==> src/rtl/text_pkg.sv <==
// -----------------------------------------------------------------------------
// text_pkg
// Shared definitions for the text_writer terminal block: control-character
// codes, the writer FSM states, the cursor command set and a width helper.
// No ports (package).
// -----------------------------------------------------------------------------
package text_pkg;

  // Control and reference character codes understood by the writer.
  localparam logic [7:0] CHAR_BS    = 8'h08;
  localparam logic [7:0] CHAR_LF    = 8'h0A;
  localparam logic [7:0] CHAR_FF    = 8'h0C;
  localparam logic [7:0] CHAR_CR    = 8'h0D;
  localparam logic [7:0] CHAR_SPACE = 8'h20;

  // Writer FSM states. LINECLR is only reachable when the line-clear
  // feature is compiled in.
  typedef enum logic [1:0] {
    IDLE    = 2'd0,
    CLEAR   = 2'd1,
    LINECLR = 2'd2
  } state_e;

  // Commands issued by the writer to the cursor, at most one per cycle.
  typedef enum logic [2:0] {
    CMD_NONE    = 3'd0,
    CMD_HOME    = 3'd1,
    CMD_CR      = 3'd2,
    CMD_LF      = 3'd3,
    CMD_BS      = 3'd4,
    CMD_ADVANCE = 3'd5
  } cursor_cmd_e;

  // Bits needed to hold 0..value-1. Never returns 0 so that a degenerate
  // one-column or one-row screen still yields a legal vector width.
  function automatic int clog2(input int value);
    int width;
    width = 0;
    while ((1 << width) < value) width++;
    return (width < 1) ? 1 : width;
  endfunction

endpackage

==> src/rtl/text_cursor.sv <==
// -----------------------------------------------------------------------------
// text_cursor
// Cursor position tracker for text_writer. Owns the column, the row and the
// row base address (row * COLS, maintained incrementally so no multiplier is
// needed), and applies one cursor command per cycle with wrap-around.
//
// Ports:
//   clk       in   clock
//   resetn    in   asynchronous active-low reset (cursor to 0/0)
//   cmd       in   cursor command for this cycle (CMD_NONE = hold)
//   col       out  current column, 0..COLS-1
//   row       out  current row, 0..ROWS-1
//   row_base  out  text RAM address of column 0 of the current row
// -----------------------------------------------------------------------------
module text_cursor
  import text_pkg::*;
#(
  parameter int COLS       = 80,
  parameter int ROWS       = 30,
  parameter int ADDR_WIDTH = 12,
  parameter int COL_W      = clog2(COLS),
  parameter int ROW_W      = clog2(ROWS)
) (
  input  logic                  clk,
  input  logic                  resetn,
  input  cursor_cmd_e           cmd,
  output logic [COL_W-1:0]      col,
  output logic [ROW_W-1:0]      row,
  output logic [ADDR_WIDTH-1:0] row_base
);

  localparam logic [COL_W-1:0]      LAST_COL = COL_W'(COLS - 1);
  localparam logic [ROW_W-1:0]      LAST_ROW = ROW_W'(ROWS - 1);
  localparam logic [ADDR_WIDTH-1:0] ROW_STEP = ADDR_WIDTH'(COLS);

  logic [ROW_W-1:0]      row_next;
  logic [ADDR_WIDTH-1:0] base_next;

  // Position of the following row. There is no scrolling: the bottom row
  // wraps to the top and the base address returns to 0 with it.
  // NOTE: every signal assigned in always_comb gets a value on every path
  // (here the first two lines) so no latch is inferred.
  always_comb begin
    row_next  = row + ROW_W'(1);
    base_next = row_base + ROW_STEP;
    if (row == LAST_ROW) begin
      row_next  = '0;
      base_next = '0;
    end
  end

  // NOTE: state registers use non-blocking assignments so every flop samples
  // the pre-edge values regardless of statement order.
  always_ff @(posedge clk or negedge resetn) begin
    if (!resetn) begin
      col      <= '0;
      row      <= '0;
      row_base <= '0;
    end else begin
      case (cmd)
        CMD_HOME: begin
          col      <= '0;
          row      <= '0;
          row_base <= '0;
        end
        CMD_CR: col <= '0;
        CMD_LF: begin
          col      <= '0;
          row      <= row_next;
          row_base <= base_next;
        end
        CMD_BS: begin
          if (col != '0) col <= col - COL_W'(1);
        end
        CMD_ADVANCE: begin
          if (col == LAST_COL) begin
            col      <= '0;
            row      <= row_next;
            row_base <= base_next;
          end else begin
            col <= col + COL_W'(1);
          end
        end
        default: ;
      endcase
    end
  end

endmodule

==> src/rtl/text_writer.sv <==
// -----------------------------------------------------------------------------
// text_writer
// Terminal-style writer for the character RAM read by the video scanout.
// Accepts bytes over a valid/ready handshake, interprets CR, LF, BS and FF,
// writes printable codes (0x20..0xFF) at the cursor and sweeps the whole
// screen to BLANK after reset, on FF and on the clear request.
//
// Optional feature (compile-time macro TEXT_WRITER_LINECLR_EN): whenever the
// cursor enters a new row (LF or wrap after the last column) the new row is
// blanked, one cell per cycle, before further bytes are accepted.
//
// Ports:
//   clk         in   clock
//   resetn      in   asynchronous active-low reset
//   in_valid    in   in_char holds a byte
//   in_ready    out  a byte is accepted this cycle if in_valid is high
//   in_char     in   byte to interpret
//   clear       in   level request for a full-screen clear
//   busy        out  full-screen clear sweep in progress
//   write_en    out  text RAM write strobe (one cycle per cell)
//   waddr       out  text RAM write address
//   wdata       out  text RAM write data (glyph code)
//   cursor_col  out  current cursor column
//   cursor_row  out  current cursor row
// -----------------------------------------------------------------------------
module text_writer
  import text_pkg::*;
#(
  parameter int         COLS       = 80,
  parameter int         ROWS       = 30,
  parameter int         ADDR_WIDTH = 12,
  parameter int         DATA_WIDTH = 8,
  parameter logic [7:0] BLANK      = CHAR_SPACE
) (
  input  logic                     clk,
  input  logic                     resetn,
  input  logic                     in_valid,
  output logic                     in_ready,
  input  logic [7:0]               in_char,
  input  logic                     clear,
  output logic                     busy,
  output logic                     write_en,
  output logic [ADDR_WIDTH-1:0]    waddr,
  output logic [DATA_WIDTH-1:0]    wdata,
  output logic [clog2(COLS)-1:0]   cursor_col,
  output logic [clog2(ROWS)-1:0]   cursor_row
);

  localparam int                    COL_W      = clog2(COLS);
  localparam int                    CELLS      = COLS * ROWS;
  localparam logic [ADDR_WIDTH-1:0] LAST_CELL  = ADDR_WIDTH'(CELLS - 1);
  localparam logic [DATA_WIDTH-1:0] BLANK_CODE = DATA_WIDTH'(BLANK);

  // The screen must fit in the text RAM address space.
  generate
    if (CELLS > 2 ** ADDR_WIDTH) begin : g_size_check
      $error("text_writer: COLS*ROWS exceeds the text RAM address space");
    end
  endgenerate

  state_e                state;
  logic [ADDR_WIDTH-1:0] sweep;       // cell index within the running sweep
  logic [ADDR_WIDTH-1:0] row_base;
  logic [ADDR_WIDTH-1:0] cur_addr;
  cursor_cmd_e           cmd;
  logic                  clear_req;
  logic                  accept;

`ifdef TEXT_WRITER_LINECLR_EN
  localparam logic [ADDR_WIDTH-1:0] LAST_LINE_CELL = ADDR_WIDTH'(COLS - 1);

  logic clear_pend;  // clear seen during a line clear, served afterwards
  logic new_row;

  assign clear_req = clear | clear_pend;
  assign new_row   = (cmd == CMD_LF) ||
                     ((cmd == CMD_ADVANCE) && (cursor_col == COL_W'(COLS - 1)));
`else
  assign clear_req = clear;
`endif

  // A clear request wins over a byte offered in the same cycle: ready drops,
  // so the byte simply stays pending at the source.
  assign in_ready = (state == IDLE) && !clear_req;
  assign accept   = in_valid && in_ready;
  assign cur_addr = row_base + ADDR_WIDTH'(cursor_col);

  // Cursor command for this cycle, decoded from the accepted byte.
  always_comb begin
    cmd = CMD_NONE;
    if ((state == IDLE) && clear_req) begin
      cmd = CMD_HOME;
    end else if (accept) begin
      case (in_char)
        CHAR_CR: cmd = CMD_CR;
        CHAR_LF: cmd = CMD_LF;
        CHAR_BS: cmd = CMD_BS;
        CHAR_FF: cmd = CMD_HOME;
        default: if (in_char >= CHAR_SPACE) cmd = CMD_ADVANCE;
      endcase
    end
  end

  text_cursor #(
    .COLS       (COLS),
    .ROWS       (ROWS),
    .ADDR_WIDTH (ADDR_WIDTH)
  ) u_cursor (
    .clk      (clk),
    .resetn   (resetn),
    .cmd      (cmd),
    .col      (cursor_col),
    .row      (cursor_row),
    .row_base (row_base)
  );

  // Writer FSM and registered RAM write port. Reset lands in CLEAR with the
  // sweep counter at 0, so the power-on screen clear needs no extra trigger.
  // NOTE: the text RAM itself has no reset; its contents only become defined
  // through the sweep, which is why reset always restarts it from cell 0.
  always_ff @(posedge clk or negedge resetn) begin
    if (!resetn) begin
      state    <= CLEAR;
      sweep    <= '0;
      write_en <= 1'b0;
      waddr    <= '0;
      wdata    <= BLANK_CODE;
      busy     <= 1'b1;
`ifdef TEXT_WRITER_LINECLR_EN
      clear_pend <= 1'b0;
`endif
    end else begin
      write_en <= 1'b0;
      case (state)
        IDLE: begin
          busy <= 1'b0;
          if (clear_req) begin
            state <= CLEAR;
            busy  <= 1'b1;
            sweep <= '0;
`ifdef TEXT_WRITER_LINECLR_EN
            clear_pend <= 1'b0;
`endif
          end else if (accept) begin
            if (in_char == CHAR_FF) begin
              state <= CLEAR;
              busy  <= 1'b1;
              sweep <= '0;
            end else if (in_char == CHAR_BS) begin
              // Blank the cell the cursor steps back onto.
              if (cursor_col != '0) begin
                write_en <= 1'b1;
                waddr    <= cur_addr - ADDR_WIDTH'(1);
                wdata    <= BLANK_CODE;
              end
            end else if (in_char >= CHAR_SPACE) begin
              write_en <= 1'b1;
              waddr    <= cur_addr;
              wdata    <= DATA_WIDTH'(in_char);
            end
`ifdef TEXT_WRITER_LINECLR_EN
            // row_base already points at the new row when LINECLR starts.
            if (new_row) begin
              state <= LINECLR;
              sweep <= '0;
            end
`endif
          end
        end

        CLEAR: begin
          write_en <= 1'b1;
          waddr    <= sweep;
          wdata    <= BLANK_CODE;
          // busy stays high through the last write and drops from IDLE.
          if (sweep == LAST_CELL) begin
            state <= IDLE;
          end else begin
            sweep <= sweep + ADDR_WIDTH'(1);
          end
        end

`ifdef TEXT_WRITER_LINECLR_EN
        LINECLR: begin
          write_en <= 1'b1;
          waddr    <= row_base + sweep;
          wdata    <= BLANK_CODE;
          if (clear) clear_pend <= 1'b1;
          if (sweep == LAST_LINE_CELL) begin
            state <= IDLE;
          end else begin
            sweep <= sweep + ADDR_WIDTH'(1);
          end
        end
`endif

        default: state <= IDLE;
      endcase
    end
  end

endmodule
==> config.mk <==
export PLATFORM = sky130hd
export DESIGN_NAME = text_writer
export DESIGN_NICKNAME = d
export VERILOG_FILES = /design/src/rtl/text_pkg.sv /design/src/rtl/text_cursor.sv /design/src/rtl/text_writer.sv
export SDC_FILE = /design/constraint.sdc
export NUM_CORES = 1
export LEC_CHECK = 0
export ABC_CLOCK_PERIOD_IN_PS = 2029
export CAP_MARGIN = 30
export CORE_MARGIN = 3
export CORE_UTILIZATION = 32
export DETAILED_ROUTE_END_ITERATION = 10
export PLACE_DENSITY = 0.58
export SETUP_SLACK_MARGIN = 0.05
export SYNTH_ARGS = -nofsm -noshare
export SYNTH_HDL_FRONTEND = slang
export SYNTH_SLANG_ARGS = --single-unit
==> constraint.sdc <==
create_clock -name clk -period 2.03 [get_ports clk]
set_input_delay 0.406 -clock clk [delete_from_list [all_inputs] [get_ports clk]]
set_output_delay 0.406 -clock clk [all_outputs]
set_load 0.01 [all_outputs]
Word-level counts from Yosys, hierarchy flattened
Index checks and enable logic that the tools add are counted.
Storage, ports and cells
  bits in registers: 60
Cells by class
  $add $sub $neg: 7
  magnitude comparators: 1
  equality and inequality tests: 24
  mux-type cells: 47
  reductions and logical operators: 15
Operators with widths (number)
  $mux 12: 12
  $mux 8: 6
  $pmux 12 s2: 2
  $pmux 12 s3: 1
  $eq 8x4->1 const B: 4
  $pmux 7 s3: 1
  $pmux 8 s2: 1
  $pmux 5 s3: 1
  $mux 7: 2
  $add 12x1->12 const B: 1
  $add 12x7->12: 1
  $add 12x7->12 const B: 1
  $eq 12x12->1 const B: 1
  $ne 2x2->1 const B: 6
  $pmux 3 s4: 1
  $sub 12x1->12 const B: 1
  $mux 5: 2
  $mux 1: 9
  $mux 3: 3
  $ge 8x6->1 const B: 1
  $mux 2: 4
  $add 7x1->7 const B: 1
  $eq 7x7->1 const B: 1
  $reduce_bool 7->1: 1
  23 further kinds: 30

Longest topological paths before layout
Gate-level depths: netlist of the first run.
  depth after elaboration: 9
  gate-level depth with buffers: 9

Modules after synthesis
A second synthesis of the first run with hierarchy kept.
Second synthesis, totals
  cells, all modules: 449
  area, all modules: 4072.7 sq um
Modules (own cells, without submodules)
  text_writer: times used 1, cells each 291, area each 2603.7 sq um, sequential area each 879.6 sq um
  text_cursor: times used 1, cells each 158, area each 1468.9 sq um, sequential area each 500.5 sq um

Least setup slack after synthesis of the first run
Ideal clock, no wire load.
  kind: input port to flip-flop
  start: input in_char[0]
  end: register waddr[10]
  setup time: 0.141 ns
  arrival time: 2.165 ns
  slack: -0.276 ns
  stages on the path: 6
  buffers on the path: 0
  path through: or4b_4 > or4_1 > a211oi_2 > mux2i_1 > xor2_1 > o221ai_1
On the way
  cells in the longest elaborated chain, start to end: 6
  elaborated cells between the ends (all ways): 12
  those cells by class: order compare (1); eq/ne (5); mux (5); reduce/logical (1)
RTL lines
  start, declared: RTL line text_writer.sv:39  | input logic [7:0] in_char,
  branches (longest 6 deep; another with $ge 8x6->1)
  end signal, assigned: RTL line text_writer.sv:153  | waddr <= cur_addr - ADDR_WIDTH'(1);
  end signal, assigned: RTL line text_writer.sv:158  | waddr <= cur_addr;
  end signal, assigned: RTL line text_writer.sv:173  | waddr <= sweep;
  end, declared: RTL line text_writer.sv:43  | output logic [ADDR_WIDTH-1:0] waddr,
Parallel ways; which one is timed is not known. The select of a mux whose other input is x is not followed.
A chain may end at the register's enable or synchronous reset.

Final worst setup path of the first run
  start: input in_char[1]
  end: register sweep[3]
On the way
  cells in the longest elaborated chain, start to end: 3
RTL lines
  $eq 8x4->1: RTL line text_writer.sv:145  | if (in_char == CHAR_FF) begin
  $ne 3x2->1 (no line)
  $reduce_and 4->1 (no line)
  end signal, assigned: RTL line text_writer.sv:179  | sweep <= sweep + ADDR_WIDTH'(1);
  end, declared: RTL line text_writer.sv:62  | logic [ADDR_WIDTH-1:0] sweep;
Every way passes these cells.

==> results.txt, run 1 <==
skew final -> 0.0109 ns
Hold WC Path Type -> in2async
drc violations -> 0
crit end category -> flop
worst-path cell chain -> buf_6, or4b_4, buf_6, buf_6, o31a_1, a21o_1, buf_12, or3_4, a21oi_2
area of the mapped netlist -> 3340 µm²
Lkg Pwr -> 2.29 nW
Crit Path Class -> in2reg
nets -> 537
largest net degree at the start of global routing -> 56
clock root cell -> clkbuf_8
IO Port Bufs -> 46
Most used DFF post-synth -> dfrtp_1
Yosys cell types -> 53
Core Region -> 9950 µm²
EDFF count, synth -> 0
syn_nets -> 403
VDD IR max -> 0.346 mV
P_sw -> 1.01 mW
Die Area -> 11700 µm²
clock sinks -> 55
count leader, synth -> nand2_1
Seq pwr share -> 0.453
status -> finished with violations
switching share of power -> 0.321
Synth top area share -> 0.389
layout cells sized above 1 -> 0.371
Synth area leaders -> dfrtp_1, nand2_1, xnor2_1
internal power -> 2.13 mW
buffers plus inverters on the worst setup path -> 4
Overflow after GRT -> 0
clock slew at the register clock pins of the worst setup and hold paths -> 0.11 ns
area delta synth->final -> 58.7%
Max FO, Critical Path -> 6
routability cong. -> 0.847
drt first pass iters -> 4
Top delay family on crit path -> simple AND/OR/NAND/NOR gates
row count -> 36
H-tree depth -> 2
MaxCap Viol Count -> 0
failing checks -> setup timing
CP Launch Type -> input port
Fmax achieved -> 0.458 GHz
final slew viol count -> 0
Pwr Density -> 591 nW/µm²
DP Wirelength -> 7170 µm
combinational share of power -> 0.299
Worst EP required -> 2.29 ns
DR vias -> 3351
initial antenna violation count -> 0
Die X -> 108 µm
first-pass GRT wire length -> 16400 µm
cell taking the most area after synthesis -> dfrtp_1
Post-Route WL -> 10100 µm
Worst-Margin Slew -> 0.512 ns
post-synthesis sequential area ratio -> 0.413
fin crit share -> 1.08
setup TNS -> -0.818 ns
CP max stage cell -> or4b_4
Seq cells post-synth -> 55
ANT cells -> 0
Final WS setup -> -0.154 ns
top cells by count, synth -> nand2_1, dfrtp_1, nor2_1
Rel. slew slack -> 0.658
Clk network pwr share -> 0.248
io pins -> 47
Initial Utilization -> 0.336
CP dominant cell by count -> buf_6
number of DRC markers in iteration 0 -> 167
post-DR vias/cell -> 5.17
final setup fails -> 17
Fin. Hold Viols -> 0
max incr delay on CP -> 0.55 ns
drt wl/cell -> 15.6 µm
TritonCTS clock tree -> built
DIE HEIGHT -> 108 µm
R2R Setup Slk -> -0.03 ns
Mapped Avg Cell Area -> 8.79 µm²
crit path DAT -> 2.44 ns
post-route ant nets -> 0
clk_lat worst skew -> 0.32 ns
RSZ-0062 raised after global routing -> true
CTS Buf Count -> 5
hold_ws -> 0.0671 ns
Post-synth ARST share -> 1.00
synth warn -> 0
total track usage -> 0.174
post-layout min period -> 2.18 ns
CTS Buffer Depth -> 2
vias in the first global route -> 3292
Syn Inst Count -> 380
==> metrics by stage <==
stage / setup WS (ns) / area (µm²) / std cells / util / power [mW]
detailed placement: -0.737 / 4660 / 621 / 0.468 / 2.30
global route: -0.205 / 5310 / 648 / 0.533 / 3.34
floorplan: -0.231 / 3490 / 380 / - / 1.86
global placement: -0.697 / 4660 / 621 / 0.468 / 2.28
CTS: -0.155 / 4940 / 633 / 0.497 / 3.11
finish: -0.154 / 5310 / 648 / 0.533 / 3.14
==> final timing paths <==
| kind | start | endpoint | cells after the start |
|---|---|---|---|
| worst min register to register | busy$_DFFE_PN1N_ | busy$_DFFE_PN1N_ | 2 |
| max in group asynchronous | resetn | state[0]$_DFFE_PN1P_ | 2 |
| worst min-delay path | resetn | u_cursor.col[0]$_DFFE_PN0P_ | 2 |
| worst max-delay path | in_char[1] | sweep[3]$_DFFE_PN0P_ | 9 |
| worst max register to register | u_cursor.col[5]$_DFFE_PN0P_ | waddr[10]$_DFFE_PN0P_ | 8 |
| min in group clk | in_char[1] | wdata[1]$_DFFE_PN0P_ | 4 |
==> logic make-up (layout without fill, tap and decap cells) <==
kind of cell             count (synthesis)  count (layout)  share of synthesized area
adder cells (fa/ha/maj)                 11              11                     0.0412
buffers and inverters                   33             168                     0.0397
flip-flops                              55              55                      0.413
multiplexers                             6               6                     0.0183
AO/OA/AOI/OAI                           87              87                      0.178
AND/OR/NAND/NOR                        161             161                      0.239
XOR/XNOR                                27              27                     0.0708
==> placed cells by master, fill, tap and decap left out, types with 6 or more instances in the layout <==
master	netlist	routed
nand3_1	18	16
o21ai_1	0	7
dfrtp_1	52	48
clkdlybuf4s50_1	0	32
nor3_1	11	6
buf_4	0	80
o21ai_0	29	18
o31ai_1	8	6
nand2_2	0	6
ha_1	11	6
buf_6	1	18
nor2_1	31	24
xor2_1	9	9
dlygate4sd2_1	0	7
nand3b_1	7	7
xnor2_1	18	16
nand2_1	56	49
inv_1	13	9
a21oi_1	9	6
a22o_1	6	6
==> final cells by class <==
cell class / count / area [µm²]
clock buffers: 5 / 68.8
clock inverters: 3 / 47.5
fillers: 893 / 4650
inverters: 13 / 53.8
flip-flops and latches: 55 / 1390
repair buffers: 147 / 1300
well taps: 133 / 166
multi-input cells: 292 / 2280
==> layer usage <==
| layer | up-vias | global-route usage | wire length, µm |
|---|---|---|---|
| met5 | - | 0 | 0 |
| met4 | 0 | 0.0415 | 146 |
| met3 | 13 | 0.0287 | 376 |
| met2 | 65 | 0.289 | 4930 |
| met1 | 1647 | 0.237 | 4630 |
| li1 | 1626 | - | - |
==> power by group through the flow <==
| stage | registers (mW) | clock network [mW] | logic, mW |
|---|---|---|---|
| floorplan | 1.46 | 0 | 0.398 |
| global placement | 1.43 | 0 | 0.845 |
| detailed placement | 1.44 | 0 | 0.860 |
| CTS | 1.42 | 0.801 | 0.890 |
| global route | 1.44 | 0.856 | 1.04 |
| finish | 1.42 | 0.779 | 0.937 |
==> registers in the layout, summed over array words and instances (netlist names) <==
register / cells
sweep: 12
waddr: 12
u_cursor.row_base: 8
wdata: 8
u_cursor.col: 7
u_cursor.row: 5
busy: 1
state: 1
write_en: 1
==> repair_timing <==
action	4_1_cts	5_1_grt
pin swaps	17	38
endpoints found under the setup margin	55	49
gates resized for setup	58	66
gates cloned	0	2
setup buffers	5	14
hold buffers	0	0
==> worst reg2reg max path, stage by stage (launching register included) <==
cell	delay, ns
dfrtp_2	0.46
ha_4	0.30
buf_4	0.13
a21o_1	0.14
nand3_1	0.12
a211oi_4	0.26
mux2i_1	0.25
xor2_1	0.17
o221ai_1	0.11
Power figures use the tool's default switching activity.
==> run 2: changes to the inputs <==
--- a/config.mk
+++ b/config.mk
@@ -10,6 +10,7 @@
 export CORE_MARGIN = 3
 export CORE_UTILIZATION = 32
 export DETAILED_ROUTE_END_ITERATION = 10
+export HOLD_SLACK_MARGIN = 0.08
 export PLACE_DENSITY = 0.58
 export SETUP_SLACK_MARGIN = 0.05
 export SYNTH_ARGS = -nofsm -noshare
==> results of run 2 <==
Final layout, timing and power as in run 1 (identical DEF).
==> run 3: changes to the inputs <==
--- a/config.mk
+++ b/config.mk
@@ -8,10 +8,10 @@
 export ABC_CLOCK_PERIOD_IN_PS = 2029
 export CAP_MARGIN = 30
 export CORE_MARGIN = 3
-export CORE_UTILIZATION = 32
+export CORE_UTILIZATION = 50
 export DETAILED_ROUTE_END_ITERATION = 10
 export HOLD_SLACK_MARGIN = 0.08
-export PLACE_DENSITY = 0.58
+export PLACE_DENSITY = 0.82
 export SETUP_SLACK_MARGIN = 0.05
 export SYNTH_ARGS = -nofsm -noshare
 export SYNTH_HDL_FRONTEND = slang
==> run 3 against run 2 <==
Against the previous run: the flow still finishes with violations (setup timing); flip-flop and latch count unchanged; die area fell by 34%; power rose by 3.0%; non-clock buffer count up 9.
==> results.txt, run 3 (synthesis gave the netlist of run 1 again) <==
Hold WC Path Type -> in2async
worst reg-to-reg path cell count -> 8 (unchanged)
internal power -> 2.17 mW (+2.0%)
post-route ant nets -> 0 (unchanged)
failing checks -> setup timing
Clk network pwr share -> 0.243 (-0.005)
Overflow after GRT -> 0 (unchanged)
Fin. Hold Viols -> 0 (unchanged)
most common cell after layout, fill and taps aside -> buf_4
drt first pass iters -> 7 (+3)
CTS Buffer Depth -> 2 (unchanged)
crit end category -> flop
nets -> 546 (+1.7%)
CTS Buf Count -> 5 (unchanged)
DIE HEIGHT -> 87.8 µm (-19%)
post-route cell area -> 5320 µm² (+0.21%)
Critical Path Start -> in_char[0]
R2R Setup Slk -> -0.28 ns (-0.25 ns)
largest registers -> sweep x12, waddr x12
Final WS setup -> -0.291 ns (-0.137 ns)
Critical path destination -> waddr[10]$_DFFE_PN0P_
io pins -> 47 (unchanged)
max incr delay on CP -> 0.55 ns (about the same)
DP Cell Count -> 567 (-8.7%)
Worst-Margin Slew -> 0.557 ns (+0.0454 ns)
VDD IR max -> 0.360 mV (+4.2%)
Fmax achieved -> 0.431 GHz (-5.9%)
P_sw -> 1.06 mW (+5.0%)
largest net degree at the start of global routing -> 56 (unchanged)
CP Launch Type -> input port
DP Wirelength -> 6860 µm (-4.4%)
Seq pwr share -> 0.442 (-0.011)
Crit Path Class -> in2reg
routability cong. -> 0.916 (+8.2%)
Rel. slew slack -> 0.626 (-0.0322)
Initial Utilization -> 0.520 (+0.185)
Pwr Density -> 608 nW/µm² (+2.8%)
RSZ-0062 raised after global routing -> true
Post-DP Area -> 4600 µm² (-1.4%)
clock root cell -> clkbuf_8
Post-Layout Cell Count -> 601 (-7.3%)
skew final -> 0.00758 ns (-0.00329 ns)
crit path DAT -> 2.51 ns (+0.07 ns)
drt wl/cell -> 21.6 µm (+39%)
Crit Reg-Reg Startpoint -> u_cursor.col[0]$_DFFE_PN0P_
clk_lat worst skew -> 0.33 ns (about the same)
clock slew at the register clock pins of the worst setup and hold paths -> 0.10 ns (about the same)
total track usage -> 0.288 (+0.115)
final setup fails -> 23 (+6)
final slew viol count -> 0 (unchanged)
Lkg Pwr -> 2.30 nW (+0.41%)
clock sinks -> 55 (unchanged)
Die Area -> 7700 µm² (-34%)
ANT cells -> 0 (unchanged)
vias in the first global route -> 3653 (+11%)
CP max stage cell -> or4b_4
fin crit share -> 1.14 (+0.0673)
area delta synth->final -> 59.1%
TritonCTS clock tree -> built
MaxCap Viol Count -> 0 (unchanged)
DR vias -> 3831 (+14%)
Max FO, Critical Path -> 2 (-4)
post-layout min period -> 2.32 ns (+0.137 ns)
post-DR vias/cell -> 6.37 (+23%)
first-pass GRT wire length -> 17400 µm (+6.0%)
worst-path cell chain -> buf_6, or4b_4, or4_4, a211oi_4, mux2i_1, xor2_1, o221ai_1
number of DRC markers in iteration 0 -> 242 (+45%)
commonest non-fill, non-tap cells in the layout -> buf_4, nand2_1, dfrtp_1
Worst EP required -> 2.22 ns (-0.07 ns)
drc violations -> 0 (unchanged)
Post-Route WL -> 13000 µm (+29%)
H-tree depth -> 2 (unchanged)
Die X -> 87.8 µm (-19%)
Core Region -> 6420 µm² (-35%)
Util after Layout -> 0.828 (+0.295)
initial antenna violation count -> 0 (unchanged)
Reg2Reg Capture Point -> waddr[10]$_DFFE_PN0P_
switching share of power -> 0.328 (+0.00623)
IO Port Bufs -> 46 (unchanged)
row count -> 29 (-19%)
combinational share of power -> 0.316 (+0.017)
layout cells sized above 1 -> 0.391 (+0.0203)
status -> finished with violations
hold buffer count at cts -> 0 (unchanged)
==> run 3: cell count changes in the layout (fill, tap and decap cells not counted), moves of 3 or more <==
cell / change
clkdlybuf4s15_1: +3
buf_4: +13
o21ai_2: -3
o21ai_1: +3
dlygate4sd2_1: -3
nand3_1: -3
==> run 3: how the worst min path moves through the flow <==
stage          cells after the start  slack, ns                   end    from
3_5_place_dp                       2       0.43  wdata[0]$_DFFE_PN0P_  resetn
2_1_floorplan                      0       0.11  sweep[0]$_DFFE_PN0P_  resetn
5_1_grt                            2       0.09  wdata[3]$_DFFE_PN0P_  resetn
4_1_cts                            2        0.1  wdata[0]$_DFFE_PN0P_  resetn
3_3_place_gp                       2       0.43  wdata[1]$_DFFE_PN0P_  resetn
6_report                           2       0.06  wdata[0]$_DFFE_PN0P_  resetn
==> run 3: power groups by stage <==
stage | combinational, mW | sequential [mW] | clock, mW
detailed placement | 0.870 | 1.43 | 0
CTS | 0.902 | 1.41 | 0.776
finish | 1.02 | 1.43 | 0.784
floorplan | 0.398 | 1.46 | 0
global placement | 0.834 | 1.42 | 0
global route | 1.10 | 1.44 | 0.823
==> run 3: layer usage <==
metal | vias up | track usage | part of all wire
li1 | 1640 | - | -
met1 | 1845 | 0.337 | 0.37
met2 | 260 | 0.515 | 0.49
met3 | 86 | 0.0480 | 0.074
met4 | 0 | 0.130 | 0.065
met5 | - | 0 | 0
==> run 3: area by class of cell <==
| cell class | count | area (µm²) |
|---|---|---|
| Multi-Input combinational cell | 292 | 2320 |
| Clock inverter | 2 | 35.0 |
| Clock buffer | 6 | 82.6 |
| Sequential cell | 55 | 1390 |
| Timing Repair Buffer | 156 | 1340 |
| Fill cell | 337 | 1110 |
| Inverter | 13 | 48.8 |
| Tap cell | 77 | 96.3 |
==> run 3: metrics by stage <==
stage,hold slack [ns],total power [mW],setup WS (ns),setup TNS (ns)
2_1_floorplan,0.110,1.86,-0.231,-1.55
4_1_cts,0.0957,3.09,-0.178,-0.370
3_5_place_dp,0.432,2.30,-0.768,-27.61
5_1_grt,0.0915,3.36,-0.333,-3.24
3_3_place_gp,0.425,2.25,-0.722,-24.89
6_report,0.0598,3.23,-0.291,-1.35
==> run 3: timing repair <==
action	in CTS	in global routing
gates cloned	0	1
buffers inserted	9	16
pin swaps	12	23
endpoints found under the setup margin	54	43
resized for setup	59	66
==> run 3: critical path: cells and delay by family <==
family / cells / cell delay, ns
XOR/XNOR: 1 / 0.26
AND/OR/NAND/NOR: 2 / 1.07
AO/OA/AOI/OAI: 2 / 0.36
multiplexers: 1 / 0.31
buffers and inverters: 1 / 0.09
